--- config.mk ---
export PLATFORM = sky130hd
export DESIGN_NAME = muldiv_unit_flat
export DESIGN_NICKNAME = d
export VERILOG_FILES = /design/src/rtl/muldiv_unit_if.sv /design/src/rtl/muldiv_unit.sv /design/src/flat_wrapper.sv
export SDC_FILE = /design/constraint.sdc
export NUM_CORES = 1
export LEC_CHECK = 0
export BUFFER_PORTS_ARGS = -buffer_cell sky130_fd_sc_hd__buf_2
export CAP_MARGIN = 30
export CELL_PAD_IN_SITES_DETAIL_PLACEMENT = 1
export CELL_PAD_IN_SITES_GLOBAL_PLACEMENT = 2
export CORE_UTILIZATION = 38
export DETAILED_ROUTE_END_ITERATION = 10
export GPL_TIMING_DRIVEN = 0
export MAX_ROUTING_LAYER = met4
export PLACE_DENSITY_LB_ADDON = 0.1
export SETUP_SLACK_MARGIN = 0.05
export SLEW_MARGIN = 20
export SYNTH_ARGS = -nofsm -noshare
export SYNTH_HDL_FRONTEND = slang
export SYNTH_SLANG_ARGS = --single-unit
--- constraint.sdc ---
create_clock -name CLK -period 11.5 [get_ports CLK]
set_clock_uncertainty 0.15 [all_clocks]
set_input_delay 0.575 -clock CLK [delete_from_list [all_inputs] [get_ports CLK]]
set_output_delay 0.575 -clock CLK [all_outputs]
set_load 0.005 [all_outputs]
--- src/rtl/muldiv_unit_if.sv ---
// Request/result bundle between decode/EX and the multiply/divide unit.
// Carries op issue, squash, MTHI/MTLO writes and the HI/LO/busy/done view.
// The master drives requests; the slave (the unit) drives status and HI/LO.
interface muldiv_unit_if #(
    parameter int WIDTH = 32
);
    logic             start;
    logic [1:0]       md_op;
    logic [WIDTH-1:0] port_a;
    logic [WIDTH-1:0] port_b;
    logic             flush;
    logic             hi_we;
    logic             lo_we;
    logic [WIDTH-1:0] wdat;
    logic             busy;
    logic             done;
    logic [WIDTH-1:0] hi;
    logic [WIDTH-1:0] lo;

    modport master (
        output start, md_op, port_a, port_b, flush, hi_we, lo_we, wdat,
        input  busy, done, hi, lo
    );

    modport slave (
        input  start, md_op, port_a, port_b, flush, hi_we, lo_we, wdat,
        output busy, done, hi, lo
    );
endinterface

--- src/rtl/muldiv_unit.sv ---
// Radix-2 iterative MULT/MULTU/DIV/DIVU unit owning the HI/LO registers.
// Latency: start accepted at edge 0, done pulses in cycle WIDTH+2 with HI/LO valid.
// No backpressure: start is ignored while busy; flush aborts any op without writing HI/LO.
module muldiv_unit #(
    parameter int WIDTH = 32
) (
    input  logic         CLK,
    input  logic         RST,
    muldiv_unit_if.slave md
);
    localparam int CW = (WIDTH > 1) ? $clog2(WIDTH) : 1;

    typedef enum logic [1:0] {IDLE, CALC, FIXUP, DONE} state_t;

    state_t               state, state_nxt;
    logic [CW-1:0]        cnt;
    logic [2*WIDTH-1:0]   acc, acc_nxt;
    logic [WIDTH-1:0]     b_reg;
    logic                 is_div, neg_q, neg_r;
    logic [WIDTH-1:0]     hi_reg, lo_reg;

    logic                 accept, op_signed, sign_a, sign_b;
    logic [WIDTH-1:0]     abs_a, abs_b;
    logic [WIDTH:0]       add_sum, sub_diff;
    logic [2*WIDTH:0]     shl;
    logic [2*WIDTH-1:0]   prod_fix;
    logic [WIDTH-1:0]     quo_fix, rem_fix, quo_raw, rem_raw;

    // A new op is taken only from an idle/finishing unit and never alongside a squash.
    assign accept    = ((state == IDLE) || (state == DONE)) && md.start && !md.flush;
    assign op_signed = ~md.md_op[0];
    assign sign_a    = op_signed & md.port_a[WIDTH-1];
    assign sign_b    = op_signed & md.port_b[WIDTH-1];
    assign abs_a     = sign_a ? (~md.port_a + 1'b1) : md.port_a;
    assign abs_b     = sign_b ? (~md.port_b + 1'b1) : md.port_b;

    // State register.
    always_ff @(posedge CLK) begin
        if (RST) state <= IDLE;
        else     state <= state_nxt;
    end

    // Next-state logic; flush returns to IDLE from anywhere.
    always_comb begin
        state_nxt = state;
        case (state)
            IDLE:    if (md.start) state_nxt = CALC;
            CALC:    if (cnt == CW'(WIDTH - 1)) state_nxt = FIXUP;
            FIXUP:   state_nxt = DONE;
            DONE:    state_nxt = md.start ? CALC : IDLE;
            default: state_nxt = IDLE;
        endcase
        if (md.flush) state_nxt = IDLE;
    end

    // Status outputs decoded from state.
    always_comb begin
        md.busy = (state == CALC) || (state == FIXUP);
        md.done = (state == DONE);
    end

    // One iteration: shift-add for multiply, restoring shift-subtract for divide.
    always_comb begin
        add_sum  = {1'b0, acc[2*WIDTH-1:WIDTH]} + (acc[0] ? {1'b0, b_reg} : '0);
        shl      = {acc, 1'b0};
        sub_diff = shl[2*WIDTH:WIDTH] - {1'b0, b_reg};
        if (is_div) begin
            if (!sub_diff[WIDTH]) acc_nxt = {sub_diff[WIDTH-1:0], shl[WIDTH-1:1], 1'b1};
            else                  acc_nxt = shl[2*WIDTH-1:0];
        end else begin
            acc_nxt = {add_sum, acc[WIDTH-1:1]};
        end
    end

    // Sign correction applied to the unsigned magnitude result.
    always_comb begin
        quo_raw  = acc[WIDTH-1:0];
        rem_raw  = acc[2*WIDTH-1:WIDTH];
        prod_fix = neg_q ? (~acc + 1'b1) : acc;
        quo_fix  = neg_q ? (~quo_raw + 1'b1) : quo_raw;
        rem_fix  = neg_r ? (~rem_raw + 1'b1) : rem_raw;
    end

    // Datapath and HI/LO: operand latch, iteration, result load, MTHI/MTLO.
    always_ff @(posedge CLK) begin
        if (RST) begin
            cnt    <= '0;
            acc    <= '0;
            b_reg  <= '0;
            is_div <= 1'b0;
            neg_q  <= 1'b0;
            neg_r  <= 1'b0;
            hi_reg <= '0;
            lo_reg <= '0;
        end else begin
            if (!md.busy && md.hi_we) hi_reg <= md.wdat;
            if (!md.busy && md.lo_we) lo_reg <= md.wdat;
            if (accept) begin
                cnt    <= '0;
                acc    <= {{WIDTH{1'b0}}, abs_a};
                b_reg  <= abs_b;
                is_div <= md.md_op[1];
                // A zero divisor yields an all-ones quotient regardless of signs.
                neg_q  <= (sign_a ^ sign_b) && !(md.md_op[1] && (md.port_b == '0));
                neg_r  <= sign_a;
            end else if (state == CALC) begin
                cnt <= cnt + 1'b1;
                acc <= acc_nxt;
            end else if ((state == FIXUP) && !md.flush) begin
                if (is_div) begin
                    hi_reg <= rem_fix;
                    lo_reg <= quo_fix;
                end else begin
                    {hi_reg, lo_reg} <= prod_fix;
                end
            end
        end
    end

    assign md.hi = hi_reg;
    assign md.lo = lo_reg;
endmodule

--- src/flat_wrapper.sv ---
// flat-port wrapper written by rule: the top's interface ports become plain ports
module muldiv_unit_flat 
#(
    parameter int WIDTH = 32
)
  (CLK, RST, md_start, md_md_op, md_port_a, md_port_b, md_flush, md_hi_we, md_lo_we, md_wdat, md_busy, md_done, md_hi, md_lo);
  muldiv_unit_if #(.WIDTH(WIDTH)) md_i ();
  input  logic CLK;
  input  logic RST;
  input wire logic [$bits(md_i.start)-1:0] md_start;
  input wire logic [$bits(md_i.md_op)-1:0] md_md_op;
  input wire logic [$bits(md_i.port_a)-1:0] md_port_a;
  input wire logic [$bits(md_i.port_b)-1:0] md_port_b;
  input wire logic [$bits(md_i.flush)-1:0] md_flush;
  input wire logic [$bits(md_i.hi_we)-1:0] md_hi_we;
  input wire logic [$bits(md_i.lo_we)-1:0] md_lo_we;
  input wire logic [$bits(md_i.wdat)-1:0] md_wdat;
  output wire logic [$bits(md_i.busy)-1:0] md_busy;
  output wire logic [$bits(md_i.done)-1:0] md_done;
  output wire logic [$bits(md_i.hi)-1:0] md_hi;
  output wire logic [$bits(md_i.lo)-1:0] md_lo;
  assign md_i.start = md_start;
  assign md_i.md_op = md_md_op;
  assign md_i.port_a = md_port_a;
  assign md_i.port_b = md_port_b;
  assign md_i.flush = md_flush;
  assign md_i.hi_we = md_hi_we;
  assign md_i.lo_we = md_lo_we;
  assign md_i.wdat = md_wdat;
  assign md_busy = md_i.busy;
  assign md_done = md_i.done;
  assign md_hi = md_i.hi;
  assign md_lo = md_i.lo;
  muldiv_unit #(.WIDTH(WIDTH)) u_core (.CLK(CLK), .RST(RST), .md(md_i));
endmodule
==> reports/qor.csv, run 1 <==
stage,metric,value,unit
global_routing,grt_pass1_vias,14800,
routing,drt_wl_total,56600,um
sta,max_slew_margin,0.393,
global_routing,grt_usage,0.311,
routing,routed_via_density,5.82,
sta,hold_violations,0,
hold_path,hold_path.class,input port to flop,
logic_synthesis,synthCells,1837,
routing,wl_per_cell,22.6,um
sta,setup_viol,0,
placement,dp_slack,6.50,ns
clocking,cts_buffers,17,
routing,first_iter_violations,612,
global_routing,grt_pass1_wl,88300,um
logic_synthesis,ys_top_cells_by_area,"dfxtp_1 24%, a211oi_1 8.3%, mux2i_1 7.3%",
clocking,post_cts_resized,0,
worst_setup_path,crit_arrival,5.25,ns
floorplanning,core-area,0.0365,mm2
clocking,cts.sinks,170,
final_layout,drive_gt1_frac,0.117,
logic_synthesis,syn-cell-area,0.0141,mm2
routing,drc,0,
sta,slew_violations,0,
worst_setup_path,path_max_fanout,10,
clocking,cts_tree,built,
floorplanning,die_h,194,um
sta,fin_crit,5.06,ns
final_layout,top_register,u_core.acc,
final_layout,multi_input_area,0.00996,mm2
global_routing,antenna_found_initial,0,
sta,rsz0062_at_grt,no,
logic_synthesis,yosysTopAreaCellShare,0.242,
routing,wl_met1,25400,um
sta,period_share,0.440,
sta,fin_tns_setup,0,ns
floorplanning,die_w,194,um
logic_synthesis,synthesis.nets,2018,
floorplanning,rows,70,
pwr,vdd_ir_drop_max,114,uV
logic_synthesis,synth_top_area_cell,dfxtp_1,
pwr,p_per_area,124,mW/mm2
clocking,clk_latency,0.46,ns
final_layout,fill_cells,4645,
floorplanning,dieArea,0.0378,mm2
logic_synthesis,synth_edf_count,0,
routing,wl_met3,1650,um
sta,max_slew.worst_pin.slew,0.910,ns
routing,highest_layer,met4,
placement,dp_hpwl,46000,um
placement,place_congestion,0.921,
logic_synthesis,netlist-cell-type-count,76,
worst_setup_path,crit_path_end_kind,flop,
final_layout,synthToLayoutAreaGrowth,14.4,%
clocking,cts.hold.buffers_added,0,
routing,vias,14600,
worst_setup_path,start_kind,flop,
routing,drt-pass1-iter-count,5,
clocking,cts_setup_buffers,0,
final_layout,largest_reg_flops,64,
sta,layout_setup_ws,6.44,ns
logic_synthesis,seq_area_frac_synth,0.242,
clocking,cts-root-buf,clkbuf_16,
run_status,status,"finished, final reports clean",
final_layout,utilization,0.440,
floorplanning,io_pins,170,
sta,max_freq,198,MHz
logic_synthesis,ys_async_sr_fraction,0,
worst_setup_path,worstPathRequired,11.69,ns
global_routing,overflow,0,
placement,portBuffers,168,
pwr,p_leak,6.74,nW
logic_synthesis,synth-main-ff-cell,dfxtp_1,
final_layout,diodes,0,
logic_synthesis,yosys_register_bits,170,
floorplanning,initial_core_util,0.385,
worst_setup_path,path_class,flop to flop,
final_layout,finalNetCount,2206,
clocking,htree_num_levels,4,
final_layout,seqCellArea,0.00340,mm2
routing,antenna_left,0,
routing,wl_met2,27500,um
logic_synthesis,syn_avg_cell_area,7.65,um2
clocking,clkTransAtPathRegs,0.07,ns
logic_synthesis,yosys_warnings,0,
job,max-cap-violations,0,
global_routing,grt_start_max_net_pins,17,
clocking,cts_max_path_buffers,2,
through the flow:
stage | cells | cell area, um2 | power (W) | hold WS (ns)
finish | 2505 | 16100 | 0.00199 | 0.213
global placement | 2473 | 15500 | 0.00137 | 0.332
global route | 2505 | 16100 | 0.00209 | 0.225
floorplan | 1837 | 14100 | 0.00114 | 0.299
detailed placement | 2474 | 15500 | 0.00138 | 0.346
CTS | 2505 | 16100 | 0.00200 | 0.189
cells in the final DEF (no fill, tap or decap), drive strengths merged, types with 15 or more instances in the layout:
cell    instances
nor2          268
buf           190
dfxtp         170
a211oi        158
clkbuf        119
a21oi         112
nand2         109
o21ai         107
mux2i         102
xor2           95
xnor2          78
ha             75
inv            64
nor3           30
or3            26
o31ai          24
a21o           21
nand2b         20
nand3          19
or4            17
a31oi          16
mux2           15
kinds of logic (layout without fill, tap and decap cells):
logic type | after synthesis | after routing | share of synthesized area
xor+xnor | 173 | 173 | 0.108
fa+ha+maj | 77 | 77 | 0.0696
flops | 170 | 170 | 0.242
simple gates | 563 | 563 | 0.183
mux | 117 | 117 | 0.0847
compound gates | 555 | 555 | 0.263
buf+inv | 182 | 382 | 0.0495
per-layer routing:
layer / vias up / track usage
met5: - / -
li1: 7033 / -
met3: 72 / 0.0297
met1: 7200 / 0.379
met4: 0 / 0.120
met2: 272 / 0.530
critical path, stage by stage (launching register included):
cell and delay (ns):
dfxtp_1 0.45, inv_1 0.19, ha_1 0.26, fa_1 0.40
nand2b_1 0.19, a21oi_1 0.27, o21bai_1 0.19, a21bo_2 0.27
o21ai_0 0.38, nand3_1 0.13, a2bb2oi_1 0.30, buf_2 0.35
buf_1 0.50, clkbuf_1 0.50, nor2_1 0.11, a211oi_1 0.21
nor2_1 0.08
cell usage after synthesis, types with 3 or more instances:
library cell / number
o311a_1: 4
and3_1: 11
ha_1: 75
a22oi_1: 4
a21oi_1: 112
inv_1: 59
a21o_1: 21
nor3_1: 30
a2bb2oi_1: 3
o31a_1: 3
nand4_1: 7
a32oi_1: 4
o211ai_1: 12
nor2_1: 268
mux2i_1: 102
nor3b_1: 3
nor2b_1: 14
nand3_1: 19
or2_2: 10
nand2_1: 109
and2_1: 4
a31oi_1: 16
dfxtp_1: 170
xor2_1: 95
o21ai_0: 107
o31ai_1: 23
clkbuf_1: 99
o22ai_1: 11
nor4_1: 11
nand3b_1: 6
xnor2_1: 78
a211oi_1: 156
buf_2: 3
mux2_2: 15
or4_1: 16
buf_1: 17
o221ai_1: 5
o21bai_1: 13
a311oi_1: 5
o41ai_1: 11
o211a_1: 4
o21a_1: 13
or3_1: 25
nand2b_1: 20
layout make-up:
type | count | share of cell area
Clock inverter | 12 | 0.0103
Timing Repair Buffer | 169 | 0.0525
Sequential cell | 170 | 0.212
Tap cell | 468 | 0.0364
Buffer | 121 | 0.0290
Inverter | 61 | 0.0142
Multi-Input combinational cell | 1485 | 0.619
Clock buffer | 19 | 0.0269
final timing paths:
| kind | start | end | slack [ns] | cells after the start |
|---|---|---|---|---|
| max reg2reg | u_core.acc[31] | u_core.acc[59] | 6.44 | 16 |
| min reg2reg | u_core.b_reg[11] | u_core.b_reg[11] | 0.35 | 2 |
| min | md_flush | u_core.state[1] | 0.21 | 2 |
| max | u_core.acc[31] | u_core.acc[59] | 6.44 | 16 |
report_power, final:
group	switching, W	leakage, nW	internal, W
Clock	0.000273	0.292	0.000345
Combinational	0.000420	5.05	0.000270
Sequential	0.0000502	1.40	0.000631
Total	0.000744	6.74	0.00125
Power figures use the tool's default switching activity.
==> run 2: changes to the inputs <==
--- a/config.mk
+++ b/config.mk
@@ -5,11 +5,12 @@
 export SDC_FILE = /design/constraint.sdc
 export NUM_CORES = 1
 export LEC_CHECK = 0
+export ABC_AREA = 1
 export BUFFER_PORTS_ARGS = -buffer_cell sky130_fd_sc_hd__buf_2
 export CAP_MARGIN = 30
 export CELL_PAD_IN_SITES_DETAIL_PLACEMENT = 1
 export CELL_PAD_IN_SITES_GLOBAL_PLACEMENT = 2
-export CORE_UTILIZATION = 38
+export CORE_UTILIZATION = 32
 export DETAILED_ROUTE_END_ITERATION = 10
 export GPL_TIMING_DRIVEN = 0
 export MAX_ROUTING_LAYER = met4
==> constraint.sdc (replaced) <==
create_clock -name CLK -period 4.9 [get_ports CLK]
set_clock_uncertainty 0.15 [all_clocks]
set_input_delay 0.245 -clock CLK [delete_from_list [all_inputs] [get_ports CLK]]
set_output_delay 0.245 -clock CLK [all_outputs]
set_load 0.005 [all_outputs]
==> run 2 against run 1 <==
Cell count up 57%. Register-to-register slack worse by 5.7 ns. Sequential cell count unchanged. Sequential power up 150%. Wire length up 62%. Combinational power rose to 3.9 times the previous value. Non-clock buffer count up 26. Global-route usage up 3.9 points. Area after synthesis up 21%.
==> reports/qor.csv, run 2 <==
stage,metric,value,unit,change
run_status,status,"finished, final reports clean",,unchanged
final_layout,finalNetCount,3414,,was 2206
pwr,p_leak,10.1,nW,was 6.74 nW
final_layout,diodes,0,,unchanged
clocking,clk_latency,0.49,ns,was 0.46 ns
clocking,cts-root-buf,clkbuf_16,,unchanged
pwr,p_per_area,296,mW/mm2,was 124 mW/mm2
clocking,cts.sinks,170,,unchanged
sta,max_freq,238,MHz,was 198 MHz
routing,drt_wl_total,91900,um,was 56600 um
global_routing,antenna_found_initial,0,,unchanged
final_layout,top_register,u_core.acc,,unchanged
logic_synthesis,ys_top_cells_by_area,"dfxtp_1 20%, nand2_1 18%, inv_1 10%",,"was dfxtp_1 24%, a211oi_1 8.3%, mux2i_1 7.3%"
worst_setup_path,cp_num_buf_inv,6,,was 4
worst_setup_path,path_cells,"inv_1, ha_1, inv_2, nand3_1, buf_2, nand2_1, clkbuf_1, clkbuf_1, o22ai_2, dlygate4sd3_1",,"was inv_1, ha_1, fa_1, nand2b_1, a21oi_1, o21bai_1, a21bo_2, o21ai_0, nand3_1, a2bb2oi_1, buf_2, buf_1, clkbuf_1, nor2_1, a211oi_1, nor2_1"
clocking,cts_tree,built,,unchanged
floorplanning,core-area,0.0524,mm2,was 0.0365 mm2
final_layout,final_area,0.0197,mm2,was 0.0161 mm2
worst_setup_path,crit_path_end_kind,flop,,unchanged
clocking,cts_buffers,17,,unchanged
placement,place_area,0.0187,mm2,was 0.0155 mm2
logic_synthesis,yosys_warnings,0,,unchanged
routing,vias,21000,,was 14600
final_layout,fin_cells,3934,,was 2505
logic_synthesis,synth_edf_count,0,,unchanged
sta,setup_viol,0,,unchanged
worst_setup_path,crit_top_cell,clkbuf_1,,was nor2_1
logic_synthesis,synth-main-ff-cell,dfxtp_1,,unchanged
floorplanning,initial_core_util,0.324,,was 0.385
sta,max_slew_margin,0.311,,was 0.393
logic_synthesis,yosys_register_bits,170,,unchanged
placement,dp_hpwl,76400,um,was 46000 um
logic_synthesis,ys_async_sr_fraction,0,,unchanged
logic_synthesis,netlist-cell-type-count,58,,was 76
worst_setup_path,start_kind,flop,,unchanged
sta,max_slew.worst_pin.slew,1.03,ns,was 0.910 ns
logic_synthesis,synth_top_area_cell,dfxtp_1,,unchanged
routing,first_iter_violations,1351,,was 612
clocking,htree_num_levels,4,,unchanged
final_layout,synthToLayoutAreaGrowth,15.9,%,was 14.4%
hold_path,hold_path.class,input port to flop,,unchanged
logic_synthesis,yosysTopAreaCellShare,0.200,,was 0.242
sta,hold_violations,0,,unchanged
worst_setup_path,crit_family,buffers and inverters,,was compound AO/OA/AOI/OAI gates
logic_synthesis,syn_avg_cell_area,5.65,um2,was 7.65 um2
logic_synthesis,synth_most_common_cell,nand2_1,,was nor2_1
pwr,power,0.00582,W,was 0.00199 W
sta,fin_crit,4.20,ns,was 5.06 ns
final_layout,layout_common_cells,"829 x nand2_1, 463 x inv_1, 305 x o21ai_0, 270 x nor2_1, 240 x a21oi_1",,"was 268 x nor2_1, 171 x buf_2, 170 x dfxtp_1, 156 x a211oi_1, 112 x a21oi_1"
final_layout,drive_gt1_frac,0.0940,,was 0.117
global_routing,grt_usage,0.350,,was 0.311
worst_setup_path,slowest_stage,clkbuf_1,,was buf_1
floorplanning,io_pins,170,,unchanged
sta,period_share,0.856,,was 0.440
routing,antenna_left,0,,unchanged
final_layout,layout_commonest_cell,nand2_1,,was nor2_1
sta,rsz0062_at_grt,no,,unchanged
logic_synthesis,synth_common_cells,"829 x nand2_1, 463 x inv_1, 305 x o21ai_0, 270 x nor2_1, 240 x a21oi_1",,"was 268 x nor2_1, 170 x dfxtp_1, 156 x a211oi_1, 112 x a21oi_1, 109 x nand2_1"
pwr,vdd_ir_drop_max,248,uV,was 114 uV
placement,place_congestion,1.01,,was 0.921
final_layout,largest_reg_flops,64,,unchanged
logic_synthesis,seq_area_frac_synth,0.200,,was 0.242
clocking,clkTransAtPathRegs,0.08,ns,was 0.07 ns
routing,wl_per_cell,23.3,um,was 22.6 um
floorplanning,die_w,232,um,was 194 um
worst_setup_path,path_max_fanout,10,,unchanged
worst_setup_path,worstPathRequired,5.13,ns,was 11.69 ns
global_routing,grt_pass1_vias,21100,,was 14800
placement,placed_cells,3863,,was 2474
global_routing,overflow,0,,unchanged
routing,routed_via_density,5.34,,was 5.82
job,max-cap-violations,0,,unchanged
global_routing,grt_pass1_wl,135000,um,was 88300 um
sta,slew_violations,0,,unchanged
clocking,cts_max_path_buffers,2,,unchanged
worst_setup_path,cpPeakStageDelay,0.84,ns,was 0.50 ns
sta,fin_tns_setup,0,ns,unchanged
worst_setup_path,crit_arrival,4.42,ns,was 5.25 ns
routing,drc,0,,unchanged
floorplanning,dieArea,0.0540,mm2,was 0.0378 mm2
logic_synthesis,synthesis.nets,3188,,was 2018
clocking,cts_setup_buffers,0,,unchanged
sta,whs,0.0200,ns,was 0.213 ns
logic_synthesis,synthCells,3007,,was 1837
floorplanning,rows,84,,was 70
logic_synthesis,syn-cell-area,0.0170,mm2,was 0.0141 mm2
global_routing,grt_start_max_net_pins,17,,unchanged
routing,drt-pass1-iter-count,5,,unchanged
floorplanning,die_h,232,um,was 194 um
placement,portBuffers,168,,unchanged
worst_setup_path,path_class,flop to flop,,unchanged
[run 2: changes by cell type after synthesis, sizes merged, moves of 133 or more]
cell,delta
nand3,+195
a21oi,+133
inv,+412
o21ai,+209
nand2,+741
a211oi,-154
[run 2: cells by family (layout without fill, tap and decap cells)]
family | after synthesis | after routing | synth area share
DFF | 170 | 170 | 0.200
AOI/OAI and AO/OA | 644 | 644 | 0.203
and+or+nand+nor | 1449 | 1449 | 0.360
muxes | 19 | 19 | 0.0117
adders and majority gates | 77 | 77 | 0.0576
xor gates and xnor gates | 62 | 62 | 0.0320
buffers and inverters | 586 | 825 | 0.134
[run 2: tightest hold or removal path: stages]
cell and delay (ns):
buf_2 0.11, mux2i_1 0.07, a21oi_1 0.12, nand2_1 0.06, inv_1 0.04
[run 2: stage by stage]
step,utilization,setup WS [ns]
after floorplan,-,2.44
after global placement,0.356,1.36
after detailed placement,0.356,1.28
after CTS,0.375,0.755
after global routing,0.375,0.655
final,0.375,0.704
[run 2: area by class of cell]
class / instances / area [um2]
Clock inverter: 13 / 153
Sequential cell: 170 / 3400
Multi-Input combinational cell: 2251 / 11300
Inverter: 477 / 1790
Clock buffer: 19 / 443
Fill cell: 7270 / 32800
Timing Repair Buffer: 207 / 1240
Buffer: 109 / 489
Tap cell: 688 / 861
[run 2: path summary, 6_finish.rpt]
path	endpoint	slack, ns	start	cells after the start
setup / recovery	u_core.b_reg[31]	0.70	u_core.state[0]	10
hold / removal	u_core.md.hi[10]	0.02	md_wdat[10]	5
setup reg to reg	u_core.b_reg[31]	0.70	u_core.state[0]	10
hold reg to reg	u_core.cnt[4]	0.32	u_core.cnt[4]	2
[run 2: timing repair]
| action | in CTS | in global routing |
|---|---|---|
| resized for setup | 0 | 0 |
| setup endpoints to repair | 0 | 0 |
| endpoints found under the hold margin | 37 | 0 |
| hold buffers | 38 | 0 |
[run 2: routing by layer]
| metal | vias up | wire (um) | track usage |
|---|---|---|---|
| met2 | 573 | 43900 | 0.589 |
| met5 | - | 0 | - |
| met4 | 0 | 5170 | 0.185 |
| met1 | 10100 | 39000 | 0.408 |
| li1 | 10100 | - | - |
| met3 | 168 | 3760 | 0.0372 |
[run 2: power breakdown]
part	total, W	switching (W)	internal [W]
Clock	0.00147	0.000695	0.000777
Combinational	0.00266	0.00185	0.000813
Sequential	0.00168	0.000185	0.00150
